<file path="src/rtl/csa9_operand_loader_if.sv">
// Handshake bundle for csa9_operand_loader: operand input, flush, sum output.
// out_ovf is present only when CSA9_OVF_EN is defined.
interface csa9_operand_loader_if;
  logic        in_valid;
  logic        in_ready;
  logic [15:0] in_data;
  logic        flush;
  logic        out_valid;
  logic        out_ready;
  logic [15:0] out_sum;
  logic [3:0]  op_count;
`ifdef CSA9_OVF_EN
  logic        out_ovf;
`endif

  modport slave (
    input  in_valid, in_data, flush, out_ready,
`ifdef CSA9_OVF_EN
    output out_ovf,
`endif
    output in_ready, out_valid, out_sum, op_count
  );

  modport master (
    output in_valid, in_data, flush, out_ready,
`ifdef CSA9_OVF_EN
    input  out_ovf,
`endif
    input  in_ready, out_valid, out_sum, op_count
  );
endinterface

</file>
<file path="src/rtl/csa9_operand_loader.sv">
// Serial loader that buffers nine 16-bit operands, sums them through a 9-input
// carry-save tree and hands the sum downstream. Optional macro: CSA9_OVF_EN.
//
// state | meaning
// LOAD  | accepting operands into slot[op_count]
// WAIT  | slots frozen, adder settling for COMPUTE_CYCLES cycles
// DONE  | sum valid, holding until consumed or flushed

module csa9_adder (
  input  logic [15:0] i_num0,
  input  logic [15:0] i_num1,
  input  logic [15:0] i_num2,
  input  logic [15:0] i_num3,
  input  logic [15:0] i_num4,
  input  logic [15:0] i_num5,
  input  logic [15:0] i_num6,
  input  logic [15:0] i_num7,
  input  logic [15:0] i_num8,
  output logic [15:0] o_sum
);
  // 3:2 compressor; result is {carry<<1, sum}, carries beyond bit 15 dropped.
  function automatic logic [31:0] f_csa(input logic [15:0] a, input logic [15:0] b,
                                        input logic [15:0] c);
    logic [15:0] s;
    logic [15:0] cy;
    s  = a ^ b ^ c;
    cy = {((a[14:0] & b[14:0]) | (a[14:0] & c[14:0]) | (b[14:0] & c[14:0])), 1'b0};
    return {cy, s};
  endfunction

  logic [31:0] w_l1a, w_l1b, w_l1c;
  logic [31:0] w_l2a, w_l2b;
  logic [31:0] w_l3;
  logic [31:0] w_l4;

  assign w_l1a = f_csa(i_num0, i_num1, i_num2);
  assign w_l1b = f_csa(i_num3, i_num4, i_num5);
  assign w_l1c = f_csa(i_num6, i_num7, i_num8);
  assign w_l2a = f_csa(w_l1a[15:0], w_l1a[31:16], w_l1b[15:0]);
  assign w_l2b = f_csa(w_l1b[31:16], w_l1c[15:0], w_l1c[31:16]);
  assign w_l3  = f_csa(w_l2a[15:0], w_l2a[31:16], w_l2b[15:0]);
  assign w_l4  = f_csa(w_l3[15:0], w_l3[31:16], w_l2b[31:16]);
  assign o_sum = w_l4[15:0] + w_l4[31:16];
endmodule

module csa9_operand_loader #(
  parameter int COMPUTE_CYCLES = 1,
  parameter int CLEAR_SLOTS    = 0
) (
  input logic                  clk,
  input logic                  rst,
  csa9_operand_loader_if.slave bus
);
  typedef enum logic [1:0] {ST_LOAD, ST_WAIT, ST_DONE} state_t;

  state_t      r_state;
  logic [1:0]  r_wait_cnt;
  logic [3:0]  r_op_count;
  logic        r_out_valid;
  logic [15:0] r_out_sum;
  logic [15:0] r_slot [0:8];
  logic [15:0] w_sum;
  logic        w_in_ready;
  logic        w_accept;
  logic        w_consume;
`ifdef CSA9_OVF_EN
  logic [19:0] r_acc;
  logic        r_out_ovf;
`endif

  assign w_in_ready = (r_state == ST_LOAD) & ~rst;
  assign w_accept   = bus.in_valid & w_in_ready & ~bus.flush;
  assign w_consume  = r_out_valid & bus.out_ready;

  csa9_adder u_adder (
    .i_num0 (r_slot[0]),
    .i_num1 (r_slot[1]),
    .i_num2 (r_slot[2]),
    .i_num3 (r_slot[3]),
    .i_num4 (r_slot[4]),
    .i_num5 (r_slot[5]),
    .i_num6 (r_slot[6]),
    .i_num7 (r_slot[7]),
    .i_num8 (r_slot[8]),
    .o_sum  (w_sum)
  );

  always_ff @(posedge clk) begin
    if (rst) begin
      r_state     <= ST_LOAD;
      r_wait_cnt  <= 2'd0;
      r_op_count  <= 4'd0;
      r_out_valid <= 1'b0;
      r_out_sum   <= 16'd0;
      for (int i = 0; i < 9; i++) r_slot[i] <= 16'd0;
`ifdef CSA9_OVF_EN
      r_acc       <= 20'd0;
      r_out_ovf   <= 1'b0;
`endif
    end else if (bus.flush) begin
      // Flush wins over any handshake; out_sum deliberately keeps its last value.
      r_state     <= ST_LOAD;
      r_wait_cnt  <= 2'd0;
      r_op_count  <= 4'd0;
      r_out_valid <= 1'b0;
      if (CLEAR_SLOTS != 0)
        for (int i = 0; i < 9; i++) r_slot[i] <= 16'd0;
`ifdef CSA9_OVF_EN
      r_acc       <= 20'd0;
      r_out_ovf   <= 1'b0;
`endif
    end else begin
      case (r_state)
        ST_LOAD: begin
          if (w_accept) begin
            for (int i = 0; i < 9; i++)
              if (r_op_count == 4'(i)) r_slot[i] <= bus.in_data;
            r_op_count <= r_op_count + 4'd1;
`ifdef CSA9_OVF_EN
            r_acc      <= r_acc + {4'd0, bus.in_data};
`endif
            if (r_op_count == 4'd8) begin
              r_state    <= ST_WAIT;
              r_wait_cnt <= 2'(COMPUTE_CYCLES - 1);
            end
          end
        end
        ST_WAIT: begin
          if (r_wait_cnt == 2'd0) begin
            r_out_sum   <= w_sum;
            r_out_valid <= 1'b1;
`ifdef CSA9_OVF_EN
            r_out_ovf   <= (r_acc[19:16] != 4'd0);
`endif
            r_state     <= ST_DONE;
          end else begin
            r_wait_cnt <= r_wait_cnt - 2'd1;
          end
        end
        ST_DONE: begin
          if (w_consume) begin
            r_out_valid <= 1'b0;
            r_op_count  <= 4'd0;
            r_state     <= ST_LOAD;
            if (CLEAR_SLOTS != 0)
              for (int i = 0; i < 9; i++) r_slot[i] <= 16'd0;
`ifdef CSA9_OVF_EN
            r_acc       <= 20'd0;
            r_out_ovf   <= 1'b0;
`endif
          end
        end
        default: r_state <= ST_LOAD;
      endcase
    end
  end

  assign bus.in_ready  = w_in_ready;
  assign bus.out_valid = r_out_valid;
  assign bus.out_sum   = r_out_sum;
  assign bus.op_count  = r_op_count;
`ifdef CSA9_OVF_EN
  assign bus.out_ovf   = r_out_ovf;
`endif
endmodule

</file>
<file path="src/flat_wrapper.sv">
// flat-port wrapper written by rule: the top's interface ports become plain ports
module csa9_operand_loader_flat 
#(
  parameter int COMPUTE_CYCLES = 1,
  parameter int CLEAR_SLOTS    = 0
)
  (clk, rst, bus_in_valid, bus_in_data, bus_flush, bus_out_ready, bus_in_ready, bus_out_valid, bus_out_sum, bus_op_count);
  csa9_operand_loader_if bus_i ();
  input logic clk;
  input logic rst;
  input wire logic [$bits(bus_i.in_valid)-1:0] bus_in_valid;
  input wire logic [$bits(bus_i.in_data)-1:0] bus_in_data;
  input wire logic [$bits(bus_i.flush)-1:0] bus_flush;
  input wire logic [$bits(bus_i.out_ready)-1:0] bus_out_ready;
  output wire logic [$bits(bus_i.in_ready)-1:0] bus_in_ready;
  output wire logic [$bits(bus_i.out_valid)-1:0] bus_out_valid;
  output wire logic [$bits(bus_i.out_sum)-1:0] bus_out_sum;
  output wire logic [$bits(bus_i.op_count)-1:0] bus_op_count;
  assign bus_i.in_valid = bus_in_valid;
  assign bus_i.in_data = bus_in_data;
  assign bus_i.flush = bus_flush;
  assign bus_i.out_ready = bus_out_ready;
  assign bus_in_ready = bus_i.in_ready;
  assign bus_out_valid = bus_i.out_valid;
  assign bus_out_sum = bus_i.out_sum;
  assign bus_op_count = bus_i.op_count;
  csa9_operand_loader #(.COMPUTE_CYCLES(COMPUTE_CYCLES), .CLEAR_SLOTS(CLEAR_SLOTS)) u_core (.clk(clk), .rst(rst), .bus(bus_i));
endmodule
</file>
<file path="config.mk">
export PLATFORM = sky130hd
export DESIGN_NAME = csa9_operand_loader_flat
export DESIGN_NICKNAME = d
export VERILOG_FILES = /design/src/rtl/csa9_operand_loader_if.sv /design/src/rtl/csa9_operand_loader.sv /design/src/flat_wrapper.sv
export SDC_FILE = /design/constraint.sdc
export NUM_CORES = 1
export LEC_CHECK = 0
export ABC_CLOCK_PERIOD_IN_PS = 6000
export BUFFER_PORTS_ARGS = -buffer_cell sky130_fd_sc_hd__clkbuf_2
export CORE_MARGIN = 2
export CORE_UTILIZATION = 62
export DETAILED_ROUTE_END_ITERATION = 7
export PLACE_DENSITY = 0.8
export SYNTH_ARGS = -nofsm -noshare
export SYNTH_HDL_FRONTEND = slang
export SYNTH_SLANG_ARGS = --single-unit
</file>
<file path="constraint.sdc">
create_clock -name clk -period 6 [get_ports clk]
set_clock_uncertainty 0.2 [all_clocks]
set_input_delay 0.3 -clock clk [delete_from_list [all_inputs] [get_ports clk]]
set_output_delay 0.3 -clock clk [all_outputs]
set_load 0.02 [all_outputs]
</file>
* Yosys cells after proc, flatten, opt, wreduce, memory -nomap -nowiden *
Memories as Yosys holds them, arrays and structs flattened.
Cells that the tools add are included.
Widths: inputs -> output; s select.

cells by class
  reductions and logical operators = 12
  add/subtract/negate cells = 3
  muxes and demuxes = 80
  eq/ne operators = 15
  bitwise gates (word level) = 64

operator list
  operator             number
  $and 15x15->15       21
  $xor 16x16->16       14
  $or 15x15->15        14
  $mux 16              9
  $mux 1               58
  $add 16x16->16       1
  $eq 4x3->1 const B   4
  $mux 2               7
  $or 1x1->1           9
  $reduce_and 3->1     3
  $eq 4x2->1 const B   2
  $mux 4               2
  $pmux 4 s2           1
  $reduce_and 4->1     2
  $ne 2x1->1 const B   3
  $pmux 2 s3           1
  $reduce_bool 2->1    3
  $add 4x1->4 const B  1
  $and 1x1->1          4
  $eq 4x1->1 const B   1
  $eq 4x4->1 const B   1
  $logic_not 2->1      2
  $logic_not 4->1      1
  $ne 2x2->1 const B   2
  other kinds (7)      8

word-level totals
  output and inout port bits = 22
  register bits after elaboration = 25
  logic and storage cells = 180
  RAM bits = 144
  memories = 1
  input bits = 21

memory list
  memory         depth  bits a word  read ports  clocked after Yosys merged registers in  wr ports  RTL line                   text
  u_core.r_slot  9      16           9           0                                        9         csa9_operand_loader.sv:61  logic [15:0] r_slot [0:8];

* Longest topological paths before layout *
Gate-level depths: netlist of the first run.
An unclocked memory read counts as a cell.

  depth in word-level cells = 14
  depth in mapped cells = 15
  mapped depth without buffers = 15

* Cells and area by module *
Synthesis of the first run repeated with hierarchy kept, for this count alone.

second synthesis, totals
  cells, all modules = 643
  area total of the unflattened synthesis = 8901.0 µm²

by module, submodules not included
  module               cells each  times used  area an instance (µm²)  seq. area each (µm²)
  csa9_operand_loader  308         1           5635.4                  4824.6
  csa9_adder           335         1           3265.6                  0.0

* Worst setup path after synthesis of the first run *
No wires, ideal clock.

  path type = register to register
  from = memory u_core.r_slot[6][2], in the netlist u_core.r_slot[0][98]
  to = register u_core.r_out_sum[10], in the netlist u_core.bus.out_sum[10]
  path buffers = 0
  path slack = 1.578 ns
  arrival = 4.105 ns
  required time = 5.683 ns
  period minus slack after synthesis = 4.422 ns
  library setup time = 0.117 ns
  cell stages (with the launch flop) = 15
  path through = edfxtp_1 fa_1 inv_1 fa_1 fa_1 inv_1 fa_1 ha_1 fa_1 a21o_1 a21oi_2 o21a_1 o21bai_1 xor2_1 a22o_1

RTL lines
  what                  RTL line                    text
  start, declared       csa9_operand_loader.sv:61
  end signal, assigned  csa9_operand_loader.sv:130  r_out_sum <= w_sum;
  end, declared         csa9_operand_loader.sv:60   logic [15:0] r_out_sum;

==> results of run 1 <==
==> cell usage in the layout (no fill, tap or decap), drive strengths merged, types with 2 or more instances in the layout <==
cell type,instances
a211oi,4
a21o,3
a21oi,26
a22o,5
a22oi,2
and2,17
clkbuf,59
clkinv,7
clkinvlp,2
dfxtp,25
edfxtp,144
fa,101
ha,25
inv,166
nand2,41
nand2b,4
nand3,7
nand3b,3
nand4,2
nor2,14
nor2b,3
nor3,5
nor4,3
o21ai,13
o21bai,3
xnor2,19
xor2,5
==> where the power goes <==
part | switching (mW) | internal [mW]
combinational | 1.16 | 0.817
clock | 0.466 | 0.579
sequential | 0.0236 | 1.33
total | 1.65 | 2.73
==> Yosys cell counts (2+ instances only) <==
library cell  count  area share
clkbuf_1          5      0.0021
xor2_1            5      0.0049
edfxtp_1        144        0.48
nand2_1          41       0.017
a21oi_1          22       0.012
nor4_2            2      0.0028
ha_1             25       0.035
nor2b_1           3      0.0021
o21bai_1          3      0.0025
and2_1           17       0.012
a22oi_1           2      0.0017
dfxtp_1          25       0.056
inv_1           161       0.067
a22o_1            5      0.0049
nand2b_1          4      0.0028
xnor2_1          19       0.019
o21ai_2           2      0.0020
o21ai_1           5      0.0028
fa_1            101        0.23
buf_2             2      0.0011
nor2_1           13      0.0054
nor3_1            5      0.0028
o21ai_0           6      0.0033
a21oi_2           4      0.0039
a211oi_1          3      0.0025
a21o_1            3      0.0025
nand4_1           2      0.0014
nand3_1           6      0.0033
nand3b_1          3      0.0025
==> sequential cells by signal, summed over array words and instances, names as in the netlist <==
name,flops
u_core.bus.out_valid,1
u_core.r_wait_cnt,2
u_core.r_slot,144
u_core.bus.out_sum,16
u_core.bus.op_count,4
u_core.r_state,2
==> area by class of cell <==
| class | instances | area (um^2) | area share |
|---|---|---|---|
| Timing Repair Buffer | 43 | 217.7 | 0.02187 |
| Clock buffer | 17 | 425.4 | 0.04274 |
| Multi-Input combinational cell | 318 | 3515 | 0.3531 |
| Tap cell | 180 | 225.2 | 0.02262 |
| Sequential cell | 169 | 4825 | 0.4847 |
| Inverter | 161 | 604.3 | 0.06071 |
| Clock inverter | 15 | 142.6 | 0.01433 |
==> worst min-delay path, cell delays in order <==
cell and delay (ns):
clkbuf_2 0.12, or2_2 0.23, a21oi_1 0.06
==> routing by layer <==
layer	wire, um	share of wire	GRT usage
met1	6835	0.42	0.3143
met2	8198	0.50	0.3713
met3	1097	0.067	0.05412
met4	177	0.011	0.07138
met5	0	0	0
==> kinds of logic (layout without fill, tap and decap cells) <==
logic type / after synthesis / in the layout / synth area share
buf+inv: 169 / 236 / 0.07108
compound gates: 64 / 64 / 0.04920
xor+xnor: 24 / 24 / 0.02341
simple gates: 103 / 103 / 0.05770
mux: 1 / 1 / 0.001115
flops: 169 / 169 / 0.5374
fa+ha+maj: 126 / 126 / 0.2601
==> how the worst max path moves through the flow <==
stage,start,endpoint,slack [ns],depth (start not counted)
after global placement,u_core.r_slot[0][98],u_core.bus.out_sum[10],1.49,14
after global routing,u_core.r_slot[0][98],u_core.bus.out_sum[10],1.20,14
after CTS,u_core.r_slot[0][98],u_core.bus.out_sum[10],1.37,14
after detailed placement,u_core.r_slot[0][98],u_core.bus.out_sum[10],1.39,14
final,u_core.r_slot[0][98],u_core.bus.out_sum[10],1.36,14
after floorplan,u_core.r_slot[0][98],u_core.bus.out_sum[10],1.58,14
==> metrics.yaml, run 1 <==
crit_type: "flip-flop to flip-flop"
final_nets: 857
cts_tree: "done"
ioPinCount: 43
utilization: 0.7116
cp-end-kind: "flip-flop"
synth-async-reset-ratio: 0
routed_wl_um: 16310
critPathMaxStageDelay_ns: 0.55
clk_latency_ns: 0.42
antenna_found_initial: 0
placed_cells: 871
slew_viol_final: 0
layout_setup_ws_ns: 1.364
start_util: 0.6418
p_total_mw: 4.380
n_antenna_cell: 0
worstSetupStartpointType: "flip-flop"
synth_edf_count: 144
timing.reg2reg.setup_slack_ns: 1.36
tightestPinTransition_ns: 1.100
worstReg2RegEnd: "u_core.bus.out_sum[10]"
hold_buffers: 0
firstDrtPassIters: 5
period_share: 0.7727
grt_max_degree: 20
drc: 0
area_growth_syn_to_layout_pct: 10.89
initialDrtViolationCount: 423
dieHeight_um: 124.3
hold_ws_ns: 0.1281
portBuffers: 42
core_area_mm2: 0.01399
rsz0062_at_grt: "no"
hpwl_um: 10910
grt_overflow: 0
critPathTopFamily: "adder cells"
synth-seq-cells: 169
pre_cts_ws_ns: 1.392
synth_area_per_cell_um2: 13.69
clkSlewWorstSetupHoldPaths_ns: 0.07
cts_buffer_depth: 2
r2r-start: "u_core.r_slot[0][98]"
cp_num_buf_inv: 2
cts_sinks: 169
syn_area_mm2: 0.008977
syn_inst: 656
cap_violations: 0
cp_common_cell: "fa_1"
synth.distinct_cells: 47
ant_nets: 0
whs_endpoint: "u_core.r_state[1]"
synth.yosys.seq_area_share: 0.5374
viasPerCell: 5.338
path_cells: "fa_1 > inv_1 > fa_1 > fa_1 > inv_1 > fa_1 > ha_1 > fa_1 > a21o_1 > a21oi_2 > o21a_1 > o21bai_1 > xor2_1 > a22o_1"
min-delay-start: "bus_flush"
critPathRequiredTime_ns: 6.11
die_x_um: 124.3
grt.total_usage: 0.2293
post_cts_resized: 0
dieArea_mm2: 0.01546
rr_worst_depth: 14
final_cell_area_mm2: 0.009955
irDropWorstVdd_uv: 315.8
finalHoldViolCount: 0
rows: 43
tns_ns: 0
place_area_mm2: 0.009387
worst_ep_arrival_time_ns: 4.75
status: "completed"
hold_path.class: "input pin to flip-flop"
grt_pass1_wl_um: 26850
layout-drive-gt1-share: 0.1231
ys.flop_type: "edfxtp_1"
slew_headroom: 0.2666
htreeDepth: 4
final_cells: 903
postCtsSetupRepairBufs: 0
routedWlPerCell_um: 18.06
layout_min_cycle_time_ns: 4.636
final-setup-viol-count: 0
yosys_warnings: 0
gp_congestion: 0.8578
grt_pass1_vias: 5210
min_path_cells: 3
clock.fmax_mhz: 215.7
path_max_fanout: 3
dr_total_vias: 4820
synth_nets: 803
p_leak_nw: 4.205
cts_buffers: 17
p_per_area_mw_per_mm2: 440.0
cp_slowest_cell: "fa_1"
fillers: 893
clock-root-buffer: "clkbuf_16"
No activity file was read; power rests on OpenSTA's default activity.
==> run 2, diff against run 1 <==
ABC_CLOCK_PERIOD_IN_PS = 4900   (was 6000)
clock period = 4.9 ns   (was 6 ns; I/O delays follow)
==> run 2 against run 1 <==
Worst hold slack got worse by 0.054 ns. Cell count unchanged. Largest cell class unchanged. Cell area rose by 0.21%. Global-route usage increased by 0.18 points. Sequential share of layout area fell by 0.10 points. Fmax grew 0.31%. Worst setup slack lost 1.1 ns. Clock power is 26% higher.
==> metrics.yaml, run 2 (synthesis gave the netlist of run 1 again) <==
final_common_cell: "inv_1"  # unchanged
cts_buffers: 17  # unchanged
clock-root-buffer: "clkbuf_16"  # unchanged
ioPinCount: 43  # unchanged
wl_met2_um: 8552  # was 8198 um
met3_length_um: 697  # was 1097 um
tightestPinTransition_ns: 1.088  # was 1.100 ns
grt.total_usage: 0.2311  # was 0.2293
final-setup-viol-count: 0  # unchanged
grt_pass1_wl_um: 27030  # was 26,850 um
cp_slowest_cell: "fa_1"  # unchanged
post_cts_resized: 0  # unchanged
area_growth_syn_to_layout_pct: 11.12  # was 10.89%
clock.fmax_mhz: 216.4  # was 215.7 MHz
antenna_found_initial: 0  # unchanged
rsz0062_at_grt: "no"  # unchanged
n_antenna_cell: 0  # unchanged
period_share: 0.9433  # was 0.7727
worst_ep_arrival_time_ns: 4.74  # was 4.75 ns
postCtsSetupRepairBufs: 0  # unchanged
cp-end-kind: "flip-flop"  # unchanged
clkSlewWorstSetupHoldPaths_ns: 0.07  # about the same
irDropWorstVdd_uv: 338.7  # was 315.8 uV
finalHoldViolCount: 0  # unchanged
rr_worst_depth: 14  # unchanged
cp_common_cell: "fa_1"  # unchanged
clk_latency_ns: 0.43  # was 0.42 ns
grt_pass1_vias: 5210  # unchanged
final_nets: 857  # unchanged
p_leak_nw: 4.212  # was 4.205 nW
hold_path.class: "input pin to flip-flop"  # unchanged
cts_buffer_depth: 2  # unchanged
grt_overflow: 0  # unchanged
crit_type: "flip-flop to flip-flop"  # unchanged
path_cells: "fa_1 > inv_1 > fa_1 > fa_1 > inv_1 > fa_1 > ha_1 > fa_1 > a21o_1 > a21oi_2 > o21a_1 > o21bai_1 > xor2_1 > a22o_1"  # unchanged
routed_wl_um: 16580  # was 16,310 um
regMostFlops: "u_core.r_slot"  # unchanged
path_max_fanout: 3  # unchanged
viasPerCell: 5.329  # was 5.338
min_path_cells: 3  # unchanged
gp_congestion: 0.8578  # unchanged
slew_headroom: 0.2732  # was 0.2666
grt_max_degree: 20  # unchanged
portBuffers: 42  # unchanged
routedWlPerCell_um: 18.36  # was 18.06 um
rows: 43  # unchanged
largest_register_ffs: 144  # unchanged
dieHeight_um: 124.3  # unchanged
cts_sinks: 169  # unchanged
hpwl_um: 10950  # was 10,910 um
dr_total_vias: 4812  # was 4,820
die_x_um: 124.3  # unchanged
tns_ns: 0  # unchanged
slew_viol_final: 0  # unchanged
top_layer_used: "met4"  # unchanged
critPathMaxStageDelay_ns: 0.55  # about the same
cap_violations: 0  # unchanged
hold_buffers: 0  # unchanged
layout_min_cycle_time_ns: 4.622  # was 4.636 ns
ant_nets: 0  # unchanged
drc: 0  # unchanged
firstDrtPassIters: 5  # unchanged
htreeDepth: 4  # unchanged
mostFrequentLayoutCells: "inv_1, edfxtp_1, fa_1"  # unchanged
layout-drive-gt1-share: 0.1231  # unchanged
start_util: 0.6418  # unchanged
status: "completed"  # unchanged
worstSetupStartpointType: "flip-flop"  # unchanged
wl_met1_um: 7192  # was 6835 um
initialDrtViolationCount: 371  # was 423
cts_tree: "done"  # unchanged
core_area_mm2: 0.01399  # unchanged
p_per_area_mw_per_mm2: 544.3  # was 440.0 mW/mm^2
dieArea_mm2: 0.01546  # unchanged
p_total_mw: 5.430  # was 4.380 mW
critPathRequiredTime_ns: 5.02  # was 6.11 ns
run 2: changes by cell type in the layout (fill, tap and decap cells not counted):
cell	before	now
clkinv_4	4	2
clkinv_2	2	1
inv_8	2	3
clkinv_8	0	2
run 2: metal layers:
metal,up-vias,track usage
met5,-,0
met4,0,0.04891
met3,12,0.04854
met2,118,0.3947
met1,2458,0.3122
li1,2224,-
run 2: worst paths after layout:
check,slack [ns],end,from
setup reg to reg,0.28,u_core.bus.out_sum[10],u_core.r_slot[0][98]
hold / removal,0.07,u_core.r_wait_cnt[1],bus_flush
hold reg to reg,0.27,u_core.bus.out_sum[2],u_core.bus.out_sum[2]
setup / recovery,0.28,u_core.bus.out_sum[10],u_core.r_slot[0][98]
run 2: layout make-up:
class / instances / area (um^2)
Fill cell: 914 / 4013
Sequential cell: 169 / 4825
Multi-Input combinational cell: 318 / 3515
Timing Repair Buffer: 43 / 217.7
Clock inverter: 15 / 163.9
Inverter: 161 / 604.3
Tap cell: 180 / 225.2
Clock buffer: 17 / 425.4
run 2: where the power goes:
group	switching (mW)	internal [mW]
sequential	0.0295	1.63
combinational	1.45	1.00
clock	0.599	0.721
run 2: stage by stage:
step / instances / util / hold slack [ns] / setup WS (ns) / instance area (um^2)
2_1_floorplan: 656 / - / 0.2530 / 0.4782 / 8977
3_3_place_gp: 871 / 0.6710 / 0.2449 / 0.3903 / 9387
3_5_place_dp: 871 / 0.6710 / 0.2493 / 0.2948 / 9387
4_1_cts: 903 / 0.7131 / 0.05429 / 0.2821 / 9976
5_1_grt: 903 / 0.7131 / 0.09006 / 0.07506 / 9976
6_report: 903 / 0.7131 / 0.07367 / 0.2779 / 9976
run 2: critical path, delay by kind of cell (launching register included):
kind            cells  cell delay (ns)
compound gates      5             0.91
xor+xnor            1             0.15
fa+ha+maj           6             2.75
buf+inv             2             0.10
flops               1             0.39
==> run 3, diff against run 2 <==
CORE_MARGIN = default   (was 2)
CTS_BUF_LIST = sky130_fd_sc_hd__clkbuf_16   (was default)
PLACE_DENSITY = 0.83   (was 0.8)
==> run 3 against run 2 <==
Non-clock buffer count is the same. Cell area fell by 0.23%. Flip-flop and latch count is the same. Critical endpoint is now u_core.bus.out_sum[12]. Critical path type unchanged. Power shrank 0.12%. Combinational power hardly changed. Register-to-register slack hardly changed.
==> metrics.yaml, run 3 (synthesis gave the netlist of run 1 again) <==
p_comb_frac: 0.453  # was 0.451
p_per_area_mw_per_mm2: 544.9  # was 544.3 mW/mm^2
firstDrtPassIters: 7  # was 5
dieHeight_um: 122.3  # was 124.3 um
routedWlPerCell_um: 19.40  # was 18.36 um
r2r-start: "u_core.r_slot[0][98]"  # unchanged
tns_ns: 0  # unchanged
whs_endpoint: "u_core.bus.op_count[2]"  # was u_core.r_wait_cnt[1]
status: "completed"  # unchanged
ant_nets: 0  # unchanged
netSwitchingFraction: 0.3821  # was 0.3822
postCtsSetupRepairBufs: 0  # unchanged
clk_latency_ns: 0.43  # about the same
utilization: 0.7115  # was 0.7131
grt_pass1_wl_um: 27860  # was 27,030 um
layout-drive-gt1-share: 0.1217  # was 0.1231
grt_pass1_vias: 5411  # was 5,210
drc: 0  # unchanged
tightestPinTransition_ns: 1.138  # was 1.088 ns
min_path_cells: 3  # unchanged
ioPinCount: 43  # unchanged
critPathRequiredTime_ns: 5.02  # about the same
hpwl_um: 11680  # was 10,950 um
final-setup-viol-count: 0  # unchanged
slew_viol_final: 0  # unchanged
cp-end-kind: "flip-flop"  # unchanged
worstSetupStartpointType: "flip-flop"  # unchanged
area_growth_syn_to_layout_pct: 10.87  # was 11.12%
worst_ep_arrival_time_ns: 4.75  # was 4.74 ns
cts_buffer_depth: 2  # unchanged
clockPowerShare: 0.241  # was 0.243
die_x_um: 122.3  # was 124.3 um
start_util: 0.6418  # unchanged
n_antenna_cell: 0  # unchanged
place_area_mm2: 0.009387  # unchanged
p_switching_mw: 2.072  # was 2.076 mW
core_area_mm2: 0.01399  # unchanged
cts_buffers: 17  # unchanged
viasPerCell: 5.390  # was 5.329
routed_wl_um: 17520  # was 16,580 um
hold_path.class: "input pin to flip-flop"  # unchanged
cts_sinks: 169  # unchanged
rows: 43  # unchanged
cap_violations: 0  # unchanged
p_int_mw: 3.351  # was 3.354 mW
cts_tree: "done"  # unchanged
seqPwrFrac: 0.306  # was 0.305
irDropWorstVdd_uv: 355.3  # was 338.7 uV
p_leak_nw: 4.207  # was 4.212 nW
path_max_fanout: 3  # unchanged
period_share: 0.9433  # about the same
hold_buffers: 0  # unchanged
grt_overflow: 0  # unchanged
timing.reg2reg.setup_slack_ns: 0.28  # about the same
final_common_cell: "inv_1"  # unchanged
min-delay-start: "bus_flush"  # unchanged
layout_min_cycle_time_ns: 4.622  # about the same
final_cell_area_mm2: 0.009953  # was 0.009976 mm^2
largest_register_ffs: 144  # unchanged
mostFrequentLayoutCells: "inv_1, edfxtp_1, fa_1"  # unchanged
hold_ws_ns: 0.06331  # was 0.07367 ns
clock.fmax_mhz: 216.3  # was 216.4 MHz
initialDrtViolationCount: 305  # was 371
finalHoldViolCount: 0  # unchanged
portBuffers: 42  # unchanged
worstReg2RegEnd: "u_core.bus.out_sum[12]"  # was u_core.bus.out_sum[10]
final_nets: 857  # unchanged
crit_type: "flip-flop to flip-flop"  # unchanged
rsz0062_at_grt: "no"  # unchanged
gp_congestion: 0.8405  # was 0.8578
fillers: 902  # was 914
post_cts_resized: 0  # unchanged
slew_headroom: 0.2398  # was 0.2732
rr_worst_depth: 14  # unchanged
grt.total_usage: 0.2643  # was 0.2311
dr_total_vias: 4867  # was 4,812
regMostFlops: "u_core.r_slot"  # unchanged
antenna_found_initial: 0  # unchanged
grt_max_degree: 20  # unchanged
htreeDepth: 4  # unchanged
clock-root-buffer: "clkbuf_16"  # unchanged
clkSlewWorstSetupHoldPaths_ns: 0.07  # about the same
dieArea_mm2: 0.01496  # was 0.01546 mm^2
-- run 3: area by class of cell --
| cell class | instances | area, um^2 | area share |
|---|---|---|---|
| clock buffer | 17 | 425.4 | 0.04274 |
| clock inverter | 15 | 141.4 | 0.01420 |
| inverter | 161 | 604.3 | 0.06072 |
| multi-input combinational | 318 | 3515 | 0.3531 |
| sequential | 169 | 4825 | 0.4847 |
| tap | 180 | 225.2 | 0.02263 |
| timing repair buffer | 43 | 217.7 | 0.02187 |
-- run 3: critical path, cell delays in order, from the launching register on --
cell and delay [ns]:
edfxtp_1 0.40, fa_1 0.55, inv_1 0.06, fa_1 0.49, fa_1 0.55, inv_1 0.05
fa_1 0.46, ha_1 0.28, fa_1 0.48, a21o_1 0.21, a21oi_2 0.19, o21a_1 0.17
o21ai_1 0.10, xor2_1 0.16, a22o_1 0.19
-- run 3: worst max-delay path by stage --
stage	to	slack, ns	start
after floorplan	u_core.bus.out_sum[10]	0.48	u_core.r_slot[0][98]
after global placement	u_core.bus.out_sum[10]	0.39	u_core.r_slot[0][98]
after detailed placement	u_core.bus.out_sum[10]	0.30	u_core.r_slot[0][98]
after CTS	u_core.bus.out_sum[10]	0.26	u_core.r_slot[0][98]
after global routing	u_core.bus.out_sum[12]	0.06	u_core.r_slot[0][98]
final	u_core.bus.out_sum[12]	0.28	u_core.r_slot[0][98]
-- run 3: power groups by stage --
stage | clock (mW) | combinational [mW] | sequential, mW
finish | 1.31 | 2.46 | 1.66
global route | 1.36 | 2.74 | 1.67
detailed placement | 0 | 2.36 | 1.69
global placement | 0 | 2.28 | 1.68
CTS | 1.30 | 2.44 | 1.66
floorplan | 0 | 1.87 | 1.68
-- run 3: stage by stage --
step,setup WS [ns],power [mW],std cells
5_1_grt,0.06122,5.761,903
2_1_floorplan,0.4782,3.548,656
4_1_cts,0.2646,5.402,903
3_3_place_gp,0.3902,3.962,871
3_5_place_dp,0.2960,4.056,871
6_report,0.2777,5.424,903
-- run 3: routing by layer --
metal,routed length (um),global-route usage
met1,7034,0.3179
met5,0,0
met2,8961,0.4438
met4,721,0.1448
met3,801,0.05994
